**src/rtl/uart_ctrl_burst.sv**
```systemverilog
// Byte-stream command controller between the UART byte layer and the external-I/O RAMs.
// Frames: CMD, ADDR (MSB first), LEN (words-1), then payload for WRITE. Supports burst
// write/read with address auto-increment, write ACK byte, status readback, soft-reset/run
// pulses and an optional inter-byte timeout.
//
// Ports:
//   clk, rst                  clock, synchronous active-high reset
//   rx_data, rx_valid         received byte + one-cycle strobe
//   tx_data, tx_valid, tx_ready  transmit byte with valid/ready handshake
//   ext_wr_addr/data/en       RAM write port (one-cycle strobe)
//   ext_rd_addr, ext_rd_data  RAM read port, data valid RD_LAT cycles after address
//   swrst, run                one-cycle command pulses
//   busy                      high whenever not idle
//   err_timeout               one-cycle pulse on a timeout abort
module uart_ctrl_burst #(
  parameter int unsigned DIN_W       = 128,
  parameter int unsigned DOUT_W      = 128,
  parameter int unsigned ADDR_W      = 8,
  parameter int unsigned RD_LAT      = 1,
  parameter int unsigned TIMEOUT_CYC = 0,
  parameter logic [7:0]  ACK_BYTE    = 8'hA5
) (
  input  logic              clk,
  input  logic              rst,
  input  logic [7:0]        rx_data,
  input  logic              rx_valid,
  output logic [7:0]        tx_data,
  output logic              tx_valid,
  input  logic              tx_ready,
  output logic [ADDR_W-1:0] ext_wr_addr,
  output logic [DIN_W-1:0]  ext_wr_data,
  output logic              ext_wr_en,
  output logic [ADDR_W-1:0] ext_rd_addr,
  input  logic [DOUT_W-1:0] ext_rd_data,
  output logic              swrst,
  output logic              run,
  output logic              busy,
  output logic              err_timeout
);

  localparam int unsigned RX_BYTES   = (DIN_W + 7) / 8;
  localparam int unsigned TX_BYTES   = (DOUT_W + 7) / 8;
  localparam int unsigned ADDR_BYTES = (ADDR_W + 7) / 8;
  localparam int unsigned MAX_BYTES  = (RX_BYTES > TX_BYTES) ?
                                       ((RX_BYTES > ADDR_BYTES) ? RX_BYTES : ADDR_BYTES) :
                                       ((TX_BYTES > ADDR_BYTES) ? TX_BYTES : ADDR_BYTES);
  localparam int unsigned CNT_W      = $clog2(MAX_BYTES + 1);
  localparam int unsigned LAT_W      = $clog2(RD_LAT + 1);
  localparam int unsigned GAP_W      = (TIMEOUT_CYC > 1) ? $clog2(TIMEOUT_CYC + 1) : 1;

  typedef enum logic [2:0] {
    StIdle, StAddr, StLen, StWrData, StWrAck, StRdWait, StRdData, StStat
  } state_e;

  state_e                    state_q, state_d;
  logic                      is_write_q, is_write_d;
  logic [ADDR_W-1:0]         addr_q, addr_d;
  logic [CNT_W-1:0]          byte_cnt_q, byte_cnt_d;
  logic [7:0]                word_cnt_q, word_cnt_d;
  logic [RX_BYTES*8-1:0]     wr_buf_q, wr_buf_d;
  logic [TX_BYTES*8-1:0]     rd_buf_q, rd_buf_d;
  logic [LAT_W-1:0]          lat_cnt_q, lat_cnt_d;
  logic [GAP_W-1:0]          gap_q, gap_d;
  logic [3:0]                timeout_cnt_q, timeout_cnt_d;
  logic [3:0]                badcmd_cnt_q, badcmd_cnt_d;
  logic [ADDR_W-1:0]         ext_wr_addr_q, ext_wr_addr_d;
  logic [DIN_W-1:0]          ext_wr_data_q, ext_wr_data_d;
  logic                      ext_wr_en_q, ext_wr_en_d;
  logic                      swrst_q, swrst_d;
  logic                      run_q, run_d;
  logic                      err_timeout_q, err_timeout_d;
  logic                      timeout_hit;

  always_comb begin
    state_d       = state_q;
    is_write_d    = is_write_q;
    addr_d        = addr_q;
    byte_cnt_d    = byte_cnt_q;
    word_cnt_d    = word_cnt_q;
    wr_buf_d      = wr_buf_q;
    rd_buf_d      = rd_buf_q;
    lat_cnt_d     = lat_cnt_q;
    gap_d         = '0;
    timeout_cnt_d = timeout_cnt_q;
    badcmd_cnt_d  = badcmd_cnt_q;
    ext_wr_addr_d = ext_wr_addr_q;
    ext_wr_data_d = ext_wr_data_q;
    ext_wr_en_d   = 1'b0;
    swrst_d       = 1'b0;
    run_d         = 1'b0;
    err_timeout_d = 1'b0;
    timeout_hit   = 1'b0;

    // Gap counter only runs while a frame is being received; a byte arriving in the
    // expiry cycle wins over the timeout.
    if (TIMEOUT_CYC != 0 &&
        (state_q == StAddr || state_q == StLen || state_q == StWrData) && !rx_valid) begin
      if (gap_q == GAP_W'(TIMEOUT_CYC - 1)) timeout_hit = 1'b1;
      else                                  gap_d = gap_q + 1'b1;
    end

    if (timeout_hit) begin
      // Partial word is discarded; completed words stay written.
      state_d       = StIdle;
      byte_cnt_d    = '0;
      err_timeout_d = 1'b1;
      if (timeout_cnt_q != 4'hF) timeout_cnt_d = timeout_cnt_q + 1'b1;
    end else begin
      unique case (state_q)
        StIdle: begin
          if (rx_valid) begin
            byte_cnt_d = '0;
            case (rx_data)
              8'h10: begin is_write_d = 1'b1; state_d = StAddr; end
              8'h20: begin is_write_d = 1'b0; state_d = StAddr; end
              8'h30: swrst_d = 1'b1;
              8'h40: run_d = 1'b1;
              8'h50: state_d = StStat;
              default: if (badcmd_cnt_q != 4'hF) badcmd_cnt_d = badcmd_cnt_q + 1'b1;
            endcase
          end
        end
        StAddr: begin
          if (rx_valid) begin
            addr_d = ADDR_W'({addr_q, rx_data});
            if (byte_cnt_q == CNT_W'(ADDR_BYTES - 1)) begin
              byte_cnt_d = '0;
              state_d    = StLen;
            end else begin
              byte_cnt_d = byte_cnt_q + 1'b1;
            end
          end
        end
        StLen: begin
          if (rx_valid) begin
            word_cnt_d = rx_data;
            lat_cnt_d  = '0;
            state_d    = is_write_q ? StWrData : StRdWait;
          end
        end
        StWrData: begin
          if (rx_valid) begin
            for (int unsigned i = 0; i < RX_BYTES; i++) begin
              if (byte_cnt_q == CNT_W'(i)) wr_buf_d[i*8 +: 8] = rx_data;
            end
            if (byte_cnt_q == CNT_W'(RX_BYTES - 1)) begin
              ext_wr_en_d   = 1'b1;
              ext_wr_addr_d = addr_q;
              ext_wr_data_d = wr_buf_d[DIN_W-1:0];
              addr_d        = addr_q + 1'b1;
              byte_cnt_d    = '0;
              if (word_cnt_q == 8'd0) state_d = StWrAck;
              else                    word_cnt_d = word_cnt_q - 1'b1;
            end else begin
              byte_cnt_d = byte_cnt_q + 1'b1;
            end
          end
        end
        StWrAck: begin
          if (tx_ready) state_d = StIdle;
        end
        StRdWait: begin
          if (lat_cnt_q == LAT_W'(RD_LAT)) begin
            rd_buf_d               = '0;
            rd_buf_d[DOUT_W-1:0]   = ext_rd_data;
            byte_cnt_d             = '0;
            state_d                = StRdData;
          end else begin
            lat_cnt_d = lat_cnt_q + 1'b1;
          end
        end
        StRdData: begin
          if (tx_ready) begin
            if (byte_cnt_q == CNT_W'(TX_BYTES - 1)) begin
              byte_cnt_d = '0;
              if (word_cnt_q == 8'd0) begin
                state_d = StIdle;
              end else begin
                word_cnt_d = word_cnt_q - 1'b1;
                addr_d     = addr_q + 1'b1;
                lat_cnt_d  = '0;
                state_d    = StRdWait;
              end
            end else begin
              byte_cnt_d = byte_cnt_q + 1'b1;
              rd_buf_d   = rd_buf_q << 8;
            end
          end
        end
        StStat: begin
          if (tx_ready) begin
            timeout_cnt_d = '0;
            badcmd_cnt_d  = '0;
            state_d       = StIdle;
          end
        end
        default: state_d = StIdle;
      endcase
    end
  end

  always_ff @(posedge clk) begin
    if (rst) begin
      state_q       <= StIdle;
      is_write_q    <= 1'b0;
      addr_q        <= '0;
      byte_cnt_q    <= '0;
      word_cnt_q    <= '0;
      wr_buf_q      <= '0;
      rd_buf_q      <= '0;
      lat_cnt_q     <= '0;
      gap_q         <= '0;
      timeout_cnt_q <= '0;
      badcmd_cnt_q  <= '0;
      ext_wr_addr_q <= '0;
      ext_wr_data_q <= '0;
      ext_wr_en_q   <= 1'b0;
      swrst_q       <= 1'b0;
      run_q         <= 1'b0;
      err_timeout_q <= 1'b0;
    end else begin
      state_q       <= state_d;
      is_write_q    <= is_write_d;
      addr_q        <= addr_d;
      byte_cnt_q    <= byte_cnt_d;
      word_cnt_q    <= word_cnt_d;
      wr_buf_q      <= wr_buf_d;
      rd_buf_q      <= rd_buf_d;
      lat_cnt_q     <= lat_cnt_d;
      gap_q         <= gap_d;
      timeout_cnt_q <= timeout_cnt_d;
      badcmd_cnt_q  <= badcmd_cnt_d;
      ext_wr_addr_q <= ext_wr_addr_d;
      ext_wr_data_q <= ext_wr_data_d;
      ext_wr_en_q   <= ext_wr_en_d;
      swrst_q       <= swrst_d;
      run_q         <= run_d;
      err_timeout_q <= err_timeout_d;
    end
  end

  // Reply byte is decoded from registered state only, so it is stable until the handshake.
  always_comb begin
    tx_valid = 1'b0;
    tx_data  = '0;
    case (state_q)
      StWrAck:  begin tx_valid = 1'b1; tx_data = ACK_BYTE; end
      StRdData: begin tx_valid = 1'b1; tx_data = rd_buf_q[TX_BYTES*8-1 -: 8]; end
      StStat:   begin tx_valid = 1'b1; tx_data = {timeout_cnt_q, badcmd_cnt_q}; end
      default:  ;
    endcase
  end

  assign busy        = (state_q != StIdle);
  assign ext_rd_addr = addr_q;
  assign ext_wr_addr = ext_wr_addr_q;
  assign ext_wr_data = ext_wr_data_q;
  assign ext_wr_en   = ext_wr_en_q;
  assign swrst       = swrst_q;
  assign run         = run_q;
  assign err_timeout = err_timeout_q;

endmodule

```
**config.mk**
```make
export PLATFORM = sky130hd
export DESIGN_NAME = uart_ctrl_burst
export DESIGN_NICKNAME = d
export VERILOG_FILES = /design/src/rtl/uart_ctrl_burst.sv
export SDC_FILE = /design/constraint.sdc
export NUM_CORES = 1
export LEC_CHECK = 0
export CORE_ASPECT_RATIO = 0.75
export CORE_MARGIN = 4
export CORE_UTILIZATION = 48
export DETAILED_ROUTE_END_ITERATION = 6
export GPL_TIMING_DRIVEN = 0
export HOLD_SLACK_MARGIN = 0.12
export PLACE_DENSITY = 0.76
export RECOVER_POWER = 25
export SLEW_MARGIN = 20
export SYNTH_ARGS = -nofsm -noshare
export SYNTH_HDL_FRONTEND = slang
export SYNTH_SLANG_ARGS = --single-unit
export TNS_END_PERCENT = 1
```
**constraint.sdc**
```tcl
create_clock -name clk -period 2.4 [get_ports clk]
set_input_delay 0.24 -clock clk [delete_from_list [all_inputs] [get_ports clk]]
set_output_delay 0.24 -clock clk [all_outputs]
set_load 0.05 [all_outputs]
```
-- Yosys cells after proc, flatten, opt, wreduce, memory -nomap -nowiden
Cells that the tools add are included.
- add/sub/neg operators: 5
- equal/unequal tests: 45
- mux-type cells: 72
- bitwise operators: 3
- reductions and logical operators: 27
- operators with widths (cell ; number):
    $mux 128 ; 3
    $pmux 128 s2 ; 1
    $mux 8 ; 26
    $pmux 8 s3 ; 3
    $eq 5x4->1 const B ; 8
    $mux 3 ; 13
    $mux 5 ; 7
    $ne 2x2->1 const B ; 15
    $pmux 5 s5 ; 1
    $pmux 3 s7 ; 1
    $eq 5x3->1 const B ; 4
    $eq 8x6->1 const B ; 2
    $eq 8x7->1 const B ; 2
    $mux 4 ; 4
    $eq 3x3->1 const B ; 4
    $reduce_and 12->1 ; 1
    $reduce_bool 3->1 ; 4
    $eq 5x2->1 const B ; 2
    $reduce_and 5->1 ; 2
    $mux 1 ; 9
    $reduce_or 3->1 ; 3
    $add 8x1->8 const B ; 1
    $eq 8x5->1 const B ; 1
    $logic_not 8->1 ; 1
    other kinds (26) ; 34
- register bits: 425
- input bits: 140
- output and inout port bits: 158
- logic and storage cells: 166

-- Logic depth before layout (Yosys ltp)
- depth after elaboration: 5
- gate-level depth with buffers: 12
- gate-level depth less buffers: 9

-- Worst setup path before layout
Ideal clock, no wire load.
- path kind: register -> register
- start: register byte_cnt_q[0]
- end: register rd_buf_q[76]
- library setup time: 0.142 ns
- arrival: 2.265 ns
- data required time: 2.258 ns
- slack: -0.007 ns
- stages on the path, launching flop included: 12
- path buffers: 3
- period minus slack after synthesis: 2.407 ns
- path through: dfxtp_1 ha_1 nand3_1 inv_1 ha_1 clkbuf_1 and4bb_2 nor2_1 nor2_1 clkbuf_1 buf_1 a311oi_1
- longest elaborated chain between the ends: 3
- ends and longest elaborated chain (item ; line ; source):
    from (decl) ; 58 ; logic [CNT_W-1:0] byte_cnt_q, byte_cnt_d;
    from (signal assigned) ; 225 ; byte_cnt_q <= byte_cnt_d;
    $eq 5x4->1 ; 174 ; if (byte_cnt_q == CNT_W'(TX_BYTES - 1)) begin
    $ne 2x2->1 (no line) ; n/a ;
    $reduce_and 4->1 (no line) ; n/a ;
    to (signal assigned) ; 228 ; rd_buf_q <= rd_buf_d;
    to (decl) ; 61 ; logic [TX_BYTES*8-1:0] rd_buf_q, rd_buf_d;
No other way between the ends.
A chain may end at the register's enable or synchronous reset.

-- Final worst setup path
- start: register state_q[0]
- end: output tx_valid
- longest elaborated chain between the ends: 3
- elaborated cells between the ends (all ways): 5
- classes of those cells: eq/ne: 3; mux: 1; reduce/logical: 1
- ends and longest elaborated chain (item ; line ; source):
    from (decl) ; 55 ; state_e state_q, state_d;
    from (signal assigned) ; 204 ; state_q <= StIdle;
    from (signal assigned) ; 222 ; state_q <= state_d;
    $eq 3x3->1 ; 246 ; case (state_q)
    $reduce_or 3->1 (no line) (*) ; n/a ;
    $mux 1 (*) ; 246 ;
    to (decl) ; 28 ; output logic tx_valid,
Mark *: on every way between the ends. The rest lies on a longest branch, timed or not.

==> results.json <==
{
  "gp_congestion": 0.8967,
  "cts_buffers": 42,
  "initial_utilization": 0.4880,
  "crit_slowest_cell": "dlygate4sd2_1",
  "fin_ws_ps": -1.158,
  "clk_pin_slew_ps": 60,
  "grt_pass1_vias": 16440,
  "syn2layout_area_growth_pct": 30.04,
  "antenna_found_initial": 4,
  "grt_overflow": 0,
  "rsz0062_at_grt": "yes",
  "drcViolationCount": 0,
  "yosysWarnings": 0,
  "fin_area_sq_um": 22870,
  "cts_tree": "built",
  "path_cells": "clkbuf_4 -> clkbuf_2 -> nor2b_2 -> nor2_1 -> dlygate4sd2_1",
  "crit_start": "state_q[0]",
  "syn_avg_cell_area_sq_um": 8.244,
  "vias": 17260,
  "ys_ff_latch": 417,
  "slew_violations": 0,
  "core_area_sq_um": 36030,
  "seq_area_frac_synth": 0.4747,
  "p_leak_nw": 8.328,
  "clk_latency_ps": 560,
  "path_depth": 5,
  "instances_no_fill": 2967,
  "slew_headroom": 0.3042,
  "initialDrtViolationCount": 1824,
  "cts-root-buf": "clkbuf_16",
  "vdd_drop_max_v": 0.0004138,
  "final_cell_mix": "nand2_1 (496), dfxtp_1 (415), nor2_1 (174), clkdlybuf4s50_1 (157), mux2i_1 (148)",
  "holdWs_ps": 134.0,
  "drtAntennaViolNets": 0,
  "hold_path_class": "in2reg",
  "r2r-end": "rd_buf_q[106]",
  "cp_max_fo": 10,
  "cts.sinks": 417,
  "die_area_sq_um": 39790,
  "synthesis.instances": 2133,
  "rr_worst_depth": 10,
  "cp_slowest_stage_delay_ps": 590,
  "final_nets": 2620,
  "fp.dieH_microns": 173.8,
  "setup_viol": 2,
  "crit_end": "tx_valid",
  "num_io_pins": 298,
  "via_per_inst": 5.816,
  "wl_mm": 58.60,
  "yosysTopAreaCellShare": 0.4747,
  "totalPowerFinal_mw": 14.56,
  "ys_async_sr_fraction": 0,
  "ff2ff_setup_slack_ps": 80,
  "netlist_top_cells_area": "dfxtp_1 (47%), nand2_1 (11%), mux2i_1 (8.4%)",
  "track_usage": 0.2776,
  "skew_ps": 26.91,
  "drv_cap": 0,
  "yosysTopAreaCell": "dfxtp_1",
  "worst_pin_slew_ps": 1044,
  "fp.dieW_microns": 229.0,
  "status": "complete, but fails checks",
  "critPathBufInv": 3,
  "drive_gt1_frac": 0.08403,
  "layout_commonest_cell": "nand2_1",
  "cp.arrival_ps": 2160,
  "crit_type": "reg2out",
  "rows": 60,
  "clockBufferDepth": 3,
  "max_clock_freq_mhz": 416.5,
  "placed_cell_area_sq_um": 21080,
  "htree_levels": 2,
  "synth_cell_types": 68,
  "finalCriticalPeriod_ps": 2401,
  "dr.pass1.iters": 6,
  "critPathTopFamily": "buffers and inverters",
  "netlist_area_sq_um": 17580,
  "min_period_over_period": 1.000,
  "finalHoldViolCount": 0,
  "violations": "setup timing",
  "syn_nets": 2282,
  "synthFlopType": "dfxtp_1",
  "grt_max_degree": 15,
  "dp.final_hpwl_mm": 42.18,
  "wire_per_inst_microns": 19.75,
  "grt_pass1_wl_mm": 89.98,
  "dp_cells": 2889,
  "io_buffers": 291,
  "required_ps": 2160,
  "reg2reg_from": "byte_cnt_q[0]",
  "cp-end-kind": "output port",
  "powerDensity_nw_per_um2": 636.8,
  "synth_edf_count": 0,
  "crit_path_start_kind": "flip-flop"
}
## how the worst min path moves through the flow
stage | startpoint | endpoint | slack, ps | cells after the start
floorplan | ext_rd_data[0] | rd_buf_q[0] | 390 | 2
CTS | rx_data[1] | ext_wr_data[9] | 120 | 3
global placement | ext_wr_data[27] | ext_wr_data[27] | 440 | 2
finish | rx_data[1] | ext_wr_data[9] | 130 | 3
detailed placement | ext_wr_data[22] | ext_wr_data[22] | 440 | 2
global route | rx_data[1] | ext_wr_data[9] | 160 | 3
## logic make-up after synthesis
family                   count (synthesis)  synth area share
AND/OR/NAND/NOR                        872            0.2098
AO/OA/AOI/OAI                          462            0.1700
flip-flops                             417            0.4747
buffers and inverters                  219           0.05194
multiplexers                           149           0.08489
adder cells (fa/ha/maj)                  9          0.006404
XOR/XNOR                                 4          0.001993
other                                    1         0.0002133
## power breakdown
part           switching (mW)  internal (mW)  total [mW]  leakage (nW)
clock network            2.82           4.08        6.90         0.714
logic                   0.435          0.296       0.731          4.26
registers             0.00832           6.92        6.93          3.36
## worst min-delay path: stages
cell and delay [ps]:
buf_2 170, mux2i_1 150, o21ai_0 80
## cell usage after synthesis, types with 5 or more instances
master and instances:
inv_1 12, nand2b_1 7, nor2_1 176, o21ai_1 5, buf_1 13, nor3_1 7
nand2_1 496, buf_2 58, and3_1 11, a22o_1 18, nand3_1 115, and2_1 15
nor2b_1 8, clkbuf_1 131, dfxtp_1 417, mux2i_1 148, o21ai_0 145, a311oi_1 121
a21oi_1 130, ha_1 9
## sequential cells by signal, summed over array words and instances (netlist names)
name          flops
ext_wr_data     128
rd_buf_q        128
wr_buf_q        120
ext_rd_addr       8
ext_wr_addr       8
word_cnt_q        8
byte_cnt_q        5
badcmd_cnt_q      4
state_q           3
ext_wr_en         1
is_write_q        1
lat_cnt_q         1
run               1
swrst             1
## routing by layer
metal / up-vias / routed length (microns) / track usage
met1: 8235 / 25580 / 0.3938
met3: 110 / 5631 / 0.06078
met4: 2 / 1315 / 0.07223
met2: 838 / 26050 / 0.4308
li1: 8071 / - / -
met5: - / 13 / 0
## stage by stage
step / TNS [ps] / utilization / setup slack [ps]
3_5_place_dp: -132010 / 0.5850 / -715.7
4_1_cts: -167.9 / 0.6280 / -41.84
6_report: -2.195 / 0.6346 / -1.158
2_1_floorplan: 0 / - / 20.25
5_1_grt: -1257 / 0.6346 / -64.08
3_3_place_gp: -117320 / 0.5850 / -655.3
## cell type report
| class | count | area, sq um |
|---|---|---|
| diodes | 3 | 7.507 |
| plain buffers | 204 | 992.2 |
| clock buffers | 58 | 1252 |
| clock inverters | 14 | 201.4 |
| fillers | 3037 | 13170 |
| inverters | 14 | 52.55 |
| multi-input cells | 1497 | 8508 |
| flip-flops and latches | 417 | 8351 |
| well taps | 465 | 581.8 |
| repair buffers | 295 | 2920 |
## timing repair
action                                 4_1_cts  5_1_grt
cloned                                       0        1
pin swaps                                    0        4
buffers inserted                             0        2
setup endpoints to repair                  294      321
hold buffers                                 1        0
endpoints found under the hold margin        3        0
resized for setup                           95       73
No activity file was read; power rests on OpenSTA's default activity.
